<file path="config.mk">
export PLATFORM = sky130hd
export DESIGN_NAME = fetch_unit
export DESIGN_NICKNAME = d
export VERILOG_FILES = /design/src/rtl/fetch_unit.sv
export SDC_FILE = /design/constraint.sdc
export NUM_CORES = 1
export LEC_CHECK = 0
export CAP_MARGIN = 20
export CORE_MARGIN = 2
export CORE_UTILIZATION = 40
export DETAILED_ROUTE_END_ITERATION = 16
export GPL_TIMING_DRIVEN = 0
export PLACE_DENSITY = 0.84
export SETUP_SLACK_MARGIN = 0.4
export SLEW_MARGIN = 15
export SYNTH_ARGS = -nofsm -noshare
export SYNTH_HDL_FRONTEND = slang
export SYNTH_SLANG_ARGS = --single-unit
</file>
<file path="constraint.sdc">
create_clock -name clk -period 3.6 [get_ports clk]
set_input_delay 0.36 -clock clk [delete_from_list [all_inputs] [get_ports clk]]
set_output_delay 0.36 -clock clk [all_outputs]
set_load 0.005 [all_outputs]
</file>
<file path="src/rtl/fetch_unit.sv">
// Instruction fetch stage: holds the PC, fetches over a req/ack handshake, presents words downstream.
// Optional memory-response timeout guarded by FETCH_TIMEOUT_EN.
module fetch_unit #(
  parameter int unsigned DATA_WIDTH = 31,
  parameter int unsigned ADDR_WIDTH = 8,
  parameter int unsigned PC_RESET   = 0,
  parameter int unsigned TIMEOUT    = 15
) (
  input  logic                  clk,
  input  logic                  rst,
  input  logic                  stall,
  input  logic                  imem_ack,
  input  logic [DATA_WIDTH:0]   imem_rdata,
  output logic                  imem_req,
  output logic [ADDR_WIDTH-1:0] imem_addr,
  output logic [DATA_WIDTH:0]   instruction,
  output logic                  instr_valid,
  output logic [ADDR_WIDTH-1:0] pc,
  output logic                  halted,
  output logic                  fault
);

  typedef enum logic [1:0] {StFetch, StIssue, StHalt, StFault} state_e;

  localparam logic [ADDR_WIDTH-1:0] PcRaw   = ADDR_WIDTH'(PC_RESET);
  localparam logic [ADDR_WIDTH-1:0] PcReset = {PcRaw[ADDR_WIDTH-1:2], 2'b00};

  if (TIMEOUT < 1 || TIMEOUT > 255) begin : g_bad_timeout
    $error("fetch_unit: TIMEOUT must be in 1..255");
  end

  state_e                state_q, state_d;
  logic [ADDR_WIDTH-1:0] pc_q, pc_d;
  logic [DATA_WIDTH:0]   instr_q, instr_d;
`ifdef FETCH_TIMEOUT_EN
  logic [7:0]            cnt_q, cnt_d;
`endif

  always_comb begin
    state_d = state_q;
    pc_d    = pc_q;
    instr_d = instr_q;
`ifdef FETCH_TIMEOUT_EN
    cnt_d   = cnt_q;
`endif
    unique case (state_q)
      StFetch: begin
        if (imem_ack) begin
          instr_d = imem_rdata;
          pc_d    = pc_q + ADDR_WIDTH'(4);
          state_d = StIssue;
`ifdef FETCH_TIMEOUT_EN
          cnt_d   = 8'd0;
`endif
        end else begin
`ifdef FETCH_TIMEOUT_EN
          cnt_d = cnt_q + 8'd1;
          // Current cycle is the TIMEOUT-th without ack; an ack here would have won above.
          if (cnt_q == 8'(TIMEOUT - 1)) state_d = StFault;
`endif
        end
      end
      StIssue: begin
        if (!stall) state_d = (instr_q[31:26] == 6'b111111) ? StHalt : StFetch;
      end
      default: ;
    endcase
  end

  always_ff @(posedge clk) begin
    if (rst) begin
      state_q <= StFetch;
      pc_q    <= PcReset;
      instr_q <= '0;
`ifdef FETCH_TIMEOUT_EN
      cnt_q   <= 8'd0;
`endif
    end else begin
      state_q <= state_d;
      pc_q    <= pc_d;
      instr_q <= instr_d;
`ifdef FETCH_TIMEOUT_EN
      cnt_q   <= cnt_d;
`endif
    end
  end

  always_comb begin
    imem_req    = (state_q == StFetch);
    imem_addr   = pc_q;
    pc          = pc_q;
    instruction = instr_q;
    instr_valid = (state_q == StIssue);
    halted      = (state_q == StHalt);
    fault       = (state_q == StFault);
  end

endmodule

</file>
==> results.ini <==
[status]
status = complete, no violations

[timing]
worst_slew_pin_slew_ns = 0.531
setup_viol = 0
fmax_mhz = 554
setup-tns-final_ns = 0
max_slew_margin = 0.644
period_minus_slack_ns = 1.81
drv_slew = 0
rsz0062_at_grt = false
fin_crit_sh = 0.502
clock_skew_ns = 0.00227
postLayoutSetupSlackWorst_ns = 1.79
timing.hold.ws_ns = 0.454
hold_viol = 0

[routing]
dr_wl_met2_mm = 2.04
routed-via-count = 1559
drcViolationCount = 0
wl_met3_um = 261
routed_via_density = 4.67
drtIter0Drc = 95
wl_met1_mm = 1.56
dr.pass1.iters = 4
top_layer_used = met4
drt_wl_total_mm = 3.93
wl_per_cell_um = 11.8
ant_nets = 0

[cells_and_area]
final_area_sq_mm = 0.00253
drive_gt1_frac = 0.0664
area.growth.synth_to_final_pct = 64.6
num-fill-cells = 338
post-route-util = 0.685
antennaDiodeCount = 0
nNetsFinal = 322

[power_and_ir_drop]
powerDensity_mw_per_mm2 = 374
peakVddDrop_mv = 0.243
leakage_nw = 0.962

[floorplanning]
ios = 88
die_x_um = 66.0
fp.dieH_um = 66.0
placeableCoreArea_sq_mm = 0.00369
start_util = 0.416
die_area_sq_mm = 0.00435
std_cell_rows = 22

[yosys]
synth_area_leaders = dfxtp_1 (52%), nand2_1 (16%), a21oi_1 (12%), buf_4 (4.9%), clkbuf_1 (1.7%)
synth_area_leader_cell = dfxtp_1
yosysMostFrequentCell = nand2_1
ys_seq_area_frac = 0.522
ys_types = 26
synth.avg_cell_area_sq_um = 8.00
synth_top_area_frac = 0.522
synth_commonest_cells = nand2_1 (67), dfxtp_1 (40), a21oi_1 (38)
syn-instance-count = 192
yosysWarnings = 0
synth_seq_cells = 40
synthFlopType = dfxtp_1
netlist_area_sq_mm = 0.00154
async_flop_share = 0
synth_edf_count = 0

[critical_path]
start_kind = register
critPathCaptureType = primary output
cp_max_fo = 8
crit_type = register to primary output
crit_required_ns = 3.24
worstPathArrival_ns = 1.45
worst-r2r-setup-slack_ns = 1.98

[grt]
grt_pass1_wl_mm = 6.59
first_global_vias = 1533
grtUsageTotal = 0.196
grt_max_degree = 12
gr-total-overflow = 0
antenna_found_initial = 0

[clock_tree]
post_cts_resized = 0
cts_root_buf = clkbuf_8
postCtsSetupRepairBufs = 0
ctsHoldBuffers = 0
cts.sinks = 40
cts_tree = yes
ctsLongestPathBuffers = 2
h-tree-depth = 2
insertion_delay_ns = 0.28
clk_pin_slew_ns = 0.07
cts_buffers = 5

[run]
drv_cap = 0

[placement]
gp_congestion = 0.781
port_buffers = 83
post-place-ws_ns = 1.53
placed_cell_area_sq_mm = 0.00244
hpwlAfterDp_mm = 2.98

[hold_path]
hold_path_class = register to register

critical path, stage by stage (launching register included):
cell	delay (ns)
dfxtp_1	0.46
nor2b_1	0.18
clkdlybuf4s50_1	0.53
cell families (layout without fill, tap and decap cells):
group,count (synthesis),in the layout,share of synthesized area
other cells,1,4,0.00244
xor+xnor,1,1,0.00571
flops,40,40,0.522
mux,1,1,0.00733
simple gates,84,84,0.237
compound gates,42,42,0.139
fa+ha+maj,1,1,0.00815
buf+inv,22,113,0.0791
sequential cells by signal (all words and copies together) (netlist names):
signal / count
instruction: 32
imem_addr: 6
state_q: 2
cell usage in the layout, fill, tap and decap left out, drive strengths merged:
cell type      netlist  routed
and2b                1       1
nand4                1       1
o31ai                1       1
clkdlybuf4s50        0      83
nand2               67      67
mux2                 1       1
buf                 14      14
clkbuf               7      15
ha                   1       1
and4                 1       1
dfxtp               40      40
xnor2                1       1
or4                  1       1
or3                  2       2
nor2                 4       4
conb                 1       4
nand3                1       1
or3b                 1       1
and2                 1       1
a21oi               38      38
and4b                1       1
o21ai                3       3
nor3b                1       1
inv                  1       1
nor2b                2       2
area by class of cell:
cell class / count / area, sq um / area share
Timing Repair Buffer: 83 / 831 / 0.329
Sequential cell: 40 / 801 / 0.317
Multi-Input combinational cell: 133 / 624 / 0.247
Buffer: 21 / 118 / 0.0465
Clock buffer: 8 / 90.1 / 0.0356
Tap cell: 48 / 60.1 / 0.0238
Inverter: 1 / 3.75 / 0.00149
metal layers:
metal  global-route usage  up-vias
li1                     -      799
met1                0.214      693
met2                0.361       60
met3               0.0426        7
met4               0.0816        0
met5                    0        -
metrics by stage:
step | std cells | total power [mW]
2_1_floorplan | 195 | 0.553
3_3_place_gp | 326 | 0.657
3_5_place_dp | 326 | 0.661
4_1_cts | 334 | 0.958
5_1_grt | 334 | 0.997
6_report | 334 | 0.946
final timing paths:
| path | startpoint | endpoint | depth (start not counted) |
|---|---|---|---|
| max | state_q[1] | halted | 2 |
| min | instruction[5] | instruction[5] | 2 |
| max reg2reg | state_q[0] | instruction[19] | 5 |
| min reg2reg | instruction[5] | instruction[5] | 2 |
where the power goes:
group          leakage, nW  switching, mW  internal, mW
logic                0.588         0.0630         0.103
registers            0.328         0.0160         0.467
clock network       0.0455          0.141         0.156
Power figures use the tool's default switching activity.
